### src/rtl/biriscv_csr_writeback.sv
// biriscv_csr_writeback: CSR commit stage for the biRISC-V pipeline.
// Carries the E1 CSR result through E2 and merges in late LSU faults there.
// Each entry then drives the csr_writeback_* bundle from WB for exactly one cycle.
// Nothing younger than a trapping entry is allowed to commit.
module biriscv_csr_writeback #(
   parameter int SUPPORT_LSU_FAULT = 1
) (
   input  logic        clk_i,
   input  logic        rst_i,
   input  logic        e1_valid_i,
   input  logic [31:0] e1_opcode_i,
   input  logic [31:0] e1_pc_i,
   input  logic        e1_csr_write_i,
   input  logic [31:0] e1_csr_wdata_i,
   input  logic [31:0] e1_value_i,
   input  logic [5:0]  e1_exception_i,
   input  logic [5:0]  e2_lsu_exception_i,
   input  logic [31:0] e2_lsu_addr_i,
   input  logic        stall_i,
   input  logic        squash_e1_i,
   output logic        csr_writeback_write_o,
   output logic [11:0] csr_writeback_waddr_o,
   output logic [31:0] csr_writeback_wdata_o,
   output logic [5:0]  csr_writeback_exception_o,
   output logic [31:0] csr_writeback_exception_pc_o,
   output logic [31:0] csr_writeback_exception_addr_o,
   output logic        csr_busy_o,
   output logic        flush_o
);

   // biRISC-V exception codes that select a non-zero trap value
   localparam logic [5:0] EXC_ILLEGAL_INSTRUCTION = 6'h12;
   localparam logic [5:0] EXC_BREAKPOINT          = 6'h13;
   localparam logic [5:0] EXC_MISALIGNED_LOAD     = 6'h14;
   localparam logic [5:0] EXC_FAULT_LOAD          = 6'h15;
   localparam logic [5:0] EXC_MISALIGNED_STORE    = 6'h16;
   localparam logic [5:0] EXC_FAULT_STORE         = 6'h17;
   localparam logic [5:0] EXC_PAGE_FAULT_LOAD     = 6'h1d;
   localparam logic [5:0] EXC_PAGE_FAULT_STORE    = 6'h1f;

   // In E2, tval holds the raw E1 value. The final trap value is resolved on the E2->WB move.
   typedef struct packed {
      logic        valid;
      logic        write;
      logic [11:0] waddr;
      logic [31:0] wdata;
      logic [31:0] pc;
      logic [5:0]  exception;
      logic [31:0] tval;
   } entry_t;

   entry_t e1_entry;
   entry_t merged;
   entry_t e2_d, e2_q;
   entry_t wb_d, wb_q;
   logic   kill;
   logic   accept;

   // Only the CSR address field of the opcode is needed here
   logic unused_opcode_bits;
   assign unused_opcode_bits = ^e1_opcode_i[19:0];

   // Trap in WB, or a trapping entry about to leave E2, blocks younger entries
   assign flush_o = wb_q.valid & (wb_q.exception != 6'd0);
   assign kill    = (e2_q.valid & (e2_q.exception != 6'd0) & ~stall_i) | flush_o;
   assign accept  = e1_valid_i & ~stall_i & ~squash_e1_i & ~kill;

   // Package the E1 result as an entry
   always_comb begin
      e1_entry           = '0;
      e1_entry.valid     = 1'b1;
      e1_entry.write     = e1_csr_write_i;
      e1_entry.waddr     = e1_opcode_i[31:20];
      e1_entry.wdata     = e1_csr_wdata_i;
      e1_entry.pc        = e1_pc_i;
      e1_entry.exception = e1_exception_i;
      e1_entry.tval      = e1_value_i;
   end

   // Merge the late LSU fault, suppress the write on any trap, and pick the trap value
   always_comb begin
      // NOTE: every field gets a default first so this block can never infer a latch.
      merged = e2_q;
      if (SUPPORT_LSU_FAULT != 0 && e2_q.valid && e2_q.exception == 6'd0)
         merged.exception = e2_lsu_exception_i;
      merged.write = e2_q.write & (merged.exception == 6'd0);
      case (merged.exception)
         EXC_ILLEGAL_INSTRUCTION: merged.tval = e2_q.tval;
         EXC_BREAKPOINT:          merged.tval = e2_q.pc;
         EXC_MISALIGNED_LOAD,
         EXC_FAULT_LOAD,
         EXC_MISALIGNED_STORE,
         EXC_FAULT_STORE,
         EXC_PAGE_FAULT_LOAD,
         EXC_PAGE_FAULT_STORE:    merged.tval = e2_lsu_addr_i;
         default:                 merged.tval = 32'd0;
      endcase
   end

   // Next-state selection for E2 (flush > hold > accept > bubble) and WB (bubble on stall/flush)
   always_comb begin
      if (flush_o)
         e2_d = '0;
      else if (stall_i)
         e2_d = e2_q;
      else if (accept)
         e2_d = e1_entry;
      else
         e2_d = '0;

      // A stalled WB goes empty so that no entry pulses twice.
      // A flushing WB goes empty so that the entry behind a trap never commits.
      wb_d = (stall_i | flush_o) ? entry_t'('0) : merged;
   end

   // Pipeline registers with synchronous reset that drops in-flight entries
   always_ff @(posedge clk_i) begin
      // NOTE: state is updated with non-blocking assignments so all flops sample together.
      if (rst_i) begin
         e2_q <= '0;
         wb_q <= '0;
      end else begin
         e2_q <= e2_d;
         wb_q <= wb_d;
      end
   end

   // The committed bundle comes straight from WB and is gated by valid
   assign csr_writeback_write_o          = wb_q.valid & wb_q.write;
   assign csr_writeback_waddr_o          = wb_q.valid ? wb_q.waddr     : 12'd0;
   assign csr_writeback_wdata_o          = wb_q.valid ? wb_q.wdata     : 32'd0;
   assign csr_writeback_exception_o      = wb_q.valid ? wb_q.exception : 6'd0;
   assign csr_writeback_exception_pc_o   = wb_q.valid ? wb_q.pc        : 32'd0;
   assign csr_writeback_exception_addr_o = wb_q.valid ? wb_q.tval      : 32'd0;
   assign csr_busy_o = (e2_q.valid & e2_q.write) | (wb_q.valid & wb_q.write);

endmodule

### config.mk
export PLATFORM = sky130hd
export DESIGN_NAME = biriscv_csr_writeback
export DESIGN_NICKNAME = d
export VERILOG_FILES = /design/src/rtl/biriscv_csr_writeback.sv
export SDC_FILE = /design/constraint.sdc
export NUM_CORES = 1
export LEC_CHECK = 0
export ABC_AREA = 1
export CORE_UTILIZATION = 52
export CTS_BUF_LIST = sky130_fd_sc_hd__clkbuf_4 sky130_fd_sc_hd__clkbuf_8
export DETAILED_ROUTE_END_ITERATION = 12
export GPL_TIMING_DRIVEN = 1
export PLACE_DENSITY = 0.92
export SETUP_SLACK_MARGIN = 0.5
export SYNTH_ARGS = -nofsm -noshare
export SYNTH_HDL_FRONTEND = slang
export SYNTH_SLANG_ARGS = --single-unit
### constraint.sdc
create_clock -name clk_i -period 2.6 [get_ports clk_i]
set_input_delay 0.26 -clock clk_i [delete_from_list [all_inputs] [get_ports clk_i]]
set_output_delay 0.26 -clock clk_i [all_outputs]
set_load 0.1 [all_outputs]
=== Yosys cells after proc, flatten, opt, wreduce, memory -nomap -nowiden ===
Index checks and enable logic that the tools add are counted.

* Mux-type cells: 8
* Reductions and logical operators: 8
* Bitwise operators: 15
* Eq/ne operators: 8

{| class="wikitable"
|+ Operator list
! operator !! count
|-
| 116-bit 2-to-1 mux || 1
|-
| 32-bit 2-to-1 mux || 3
|-
| 32-bit one-hot mux with 3 select lines || 1
|-
| 6-bit by 5-bit equality test with 1-bit output, second input constant || 8
|-
| 6-bit zero test || 2
|-
| 12-bit 2-to-1 mux || 1
|-
| 6-bit 2-to-1 mux || 2
|-
| 6-bit nonzero test || 2
|-
| 1-bit AND || 9
|-
| 6-bit OR reduction || 1
|-
| 2-bit OR reduction || 2
|-
| 1-bit inverter || 3
|-
| 1-bit bitwise OR || 3
|-
| 1-bit logical AND || 1
|}

* Output and inout port bits: 117
* Input bits: 178
* Word-level logic and storage cells: 53
* Flip-flop bits (word level): 232

=== Logic depth before layout (Yosys ltp) ===
* Depth in word-level cells: 7
* Gate-level depth with buffers: 12
* Gate-level depth less buffers: 11

=== Worst setup path before layout ===
Ideal clock, no wire load.

* Kind: register -> output
* Start: reg e2_q[115] (netlist bit)
* End: out csr_busy_o
* Required time: 2.340 ns
* Path slack: -0.233 ns
* Arrival time: 2.573 ns
* Stages on the path, launching flop included: 3
* Cell sequence: dfxtp_1 -> inv_1 -> o21ai_0

* Longest elaborated chain between the ends: 2

{| class="wikitable"
|+ RTL lines
! what !! RTL line !! source
|-
| from (decl) || 54 || <nowiki>entry_t e2_d, e2_q;</nowiki>
|-
| from (signal assigned) || 120 || <nowiki>e2_q <= '0;</nowiki>
|-
| from (signal assigned) || 123 || <nowiki>e2_q <= e2_d;</nowiki>
|-
| 1-bit AND || 135 || <nowiki>assign csr_busy_o = (e2_q.valid & e2_q.write) | (wb_q.valid & wb_q.write);</nowiki>
|-
| 1-bit bitwise OR || 135 ||
|-
| to (decl) || 27 || <nowiki>output logic csr_busy_o,</nowiki>
|}

Every way passes these cells.

=== Worst setup path after layout ===
* Start: reg wb_q[115] (netlist bit)
* End: out csr_writeback_exception_addr_o[0]

* Longest elaborated chain between the ends: 1

{| class="wikitable"
|+ RTL lines
! what !! RTL line !! source
|-
| from (decl) || 55 || <nowiki>entry_t wb_d, wb_q;</nowiki>
|-
| from (signal assigned) || 124 || <nowiki>wb_q <= wb_d;</nowiki>
|-
| 32-bit 2-to-1 mux || 134 || <nowiki>assign csr_writeback_exception_addr_o = wb_q.valid ? wb_q.tval : 32'd0;</nowiki>
|-
| to (decl) || 26 || <nowiki>output logic [31:0] csr_writeback_exception_addr_o,</nowiki>
|}

Every way passes these cells.

==> metrics.txt <==
Gate Count Post-Synth=1308; Pre-antenna DRT Iters=6; Worst EP arrival=1.72 ns; TritonCTS Buffers=38; Final Skew=0.0323 ns; synth unique cells=25; setup slack, reg-to-reg=0.66 ns; FP Rows=48; footprint of the multi-input gates=3350 sq um; Finish-stage setup viols=0; Overall Global Routing Usage=29.4%; width of the die=136 um; top_reg_cell synth=dfxtp_1; Worst VDD drop=0.448 mV; antenna violations before repair=1; outcome=completed; # DRC=0; IO Pins=295; unrepaired setup endpoints after global routing=true; Netlist Area Pre-Place=9290 sq um; CTS Sinks=232; PortBufs=274; final net count=1742; Min-Delay Path Depth=4; Post-synth EDFFs=0; FF+latch area=4650 sq um; worst-case reg-to-reg path depth=10; Critical Path RT=2.34 ns; PwrDens=583 nW/um^2; clk slew on worst S/H paths=0.06 ns; actual slew at the worst max-slew pin=0.735 ns; Antenna Nets Post-Route=0; startpoint types=flop; Die Ht=136 um; Routed WL per cell=15.3 um; Area Overhead vs Synth=36.7%; Initial Utilization=53.5%; yosys warns=0; Starting DRT DRC Count=631; Vias/cell=5.04; fin area=12700 sq um; Seq cells post-synth=232; highest-delay cell along the critical path=dfxtp_4; Max-cap violations=0; first-pass GRT wire length=42.5 mm; min cycle time layout=1.98 ns; core area=17400 sq um; DP HPWL=17.4 mm; Post-Route Utilization=73.2%; CTS max path bufs=3; Post-Syn Area per Cell=7.10 sq um; routability cong.=0.873; TritonCTS clock tree=built; CTS Root Cell=clkbuf_8; Leak=0.00610 uW; Filler cells=1278; total gr overflow=0; final-report hold violation count=0; Worst Setup End Kind=output port; vias post-DR=9133; sequential element share of the synthesized area=50.0%; Post-Route WL=27.6 mm; final period utilization=76.3%; top cell type's share of synthesized area=50.0%; top post-synthesis cells by area=dfxtp_1, nand2_1, inv_1; clock insertion delay at the later pin of the skew report=0.53 ns; H-tree Lvls=2; placed inst area=11800 sq um; syn_nets=1486; CTS Hold Bufs=0; crit-path cells=buf_16 > nand2_1 > inv_1 > buf_12; Slew Limit Fails=0; largest net degree at the start of global routing=71; setup TNS=0 ns; CP peak stage delay=0.41 ns; vias in the first global route=8662; crit path kind=reg -> out; Max Freq=504 MHz; share of cells above drive strength 1=14.4%; Rel. slew slack=51.0%; Die ar.=18400 sq um; crit-path max FO=58; Yosys top cell by area=dfxtp_1; ys async rst share=0%; Hold Crit Class=in -> reg
cell usage in the layout (no fill, tap or decap), types with 3 or more instances in the layout:
cell	count
a21oi_1	120
buf_12	7
buf_4	127
buf_6	4
clkbuf_4	6
clkbuf_8	46
clkdlybuf4s50_1	156
clkinv_2	7
clkinvlp_4	3
dfxtp_1	231
inv_1	234
nand2_1	392
nand2_2	4
nand2_4	4
nand3_1	100
nand4_1	34
nor2_1	86
nor2_2	4
nor2_4	6
registers in the layout, summed over array words and instances (netlist names):
name / cells
e2_q: 116
wb_q: 116
what timing repair did:
item                       CTS  global route
setup endpoints to repair    3           143
gates resized for setup      1             9
setup buffers                0             4
pin swaps                    0             5
gates cloned                 1             3
cells by family (layout without fill, tap and decap cells):
kind of cell	after synthesis	count (layout)	share of synthesized area, %
AND/OR/NAND/NOR	632	635	28.8
buffers and inverters	321	596	14.5
flip-flops	232	232	50.0
AO/OA/AOI/OAI	123	123	6.69
other	0	1	0
worst paths after layout:
path / endpoint / from
worst max-delay path: csr_writeback_exception_addr_o[0] / wb_q[115]$_SDFF_PP0_
worst max register to register: wb_q[28]$_SDFF_PP0_ / wb_q[34]$_SDFF_PP0_
worst min-delay path: wb_q[76]$_SDFF_PP0_ / stall_i
worst min register to register: wb_q[101]$_SDFF_PP0_ / e2_q[101]$_SDFFE_PP0N_
worst max-delay path, delay by kind of cell (launching register included):
kind	cells	cell delay, ns
simple gates	1	0.09
buf+inv	3	0.68
flops	1	0.41
metrics by stage:
step                power [uW]  hold WS [ns]  setup WS (ns)  instances
finish                    7410         0.257          0.615       1812
global route              7630         0.258          0.492       1812
CTS                       7420         0.230          0.504       1804
detailed placement        4280         0.414          0.526       1741
global placement          4270         0.411          0.531       1741
floorplan                 3970         0.403          0.520       1308
power breakdown:
group	switching [uW]	leakage, uW	total [uW]	internal, uW
registers	32.7	0.00188	3640	3610
clock network	1400	0.000400	3180	1780
logic	296	0.00382	582	286
synthesized netlist by cell type, types with 2 or more instances:
cell / instances
a21oi_1: 120
buf_2: 19
nand4_1: 34
buf_4: 2
nand2_2: 5
clkbuf_1: 42
nand3_1: 100
nor2_8: 2
inv_2: 2
inv_1: 235
nand2_1: 393
buf_6: 15
buf_1: 5
nor2_4: 2
dfxtp_1: 232
nand2_4: 2
nor2_1: 87
nor2_2: 4
area by class of cell:
class                      count  area share [%]
inverter                     238            7.10
multi-input combinational    758            26.4
clock inverter                10           0.630
tap                          225            2.22
timing repair buffer         296            21.7
antenna                        1          0.0197
clock buffer                  52            5.34
sequential                   232            36.6
routing by layer:
metal | vias to the layer above | wire length, um | global-route usage [%] | share of wire [%]
met1 | 4112 | 10500 | 34.3 | 38
met2 | 470 | 13400 | 50.1 | 49
met5 | - | 0 | 0 | 0
met4 | 0 | 1110 | 15.0 | 4.0
li1 | 4456 | - | - | -
met3 | 95 | 2610 | 6.88 | 9.4
(Power assumes the default switching activity.)
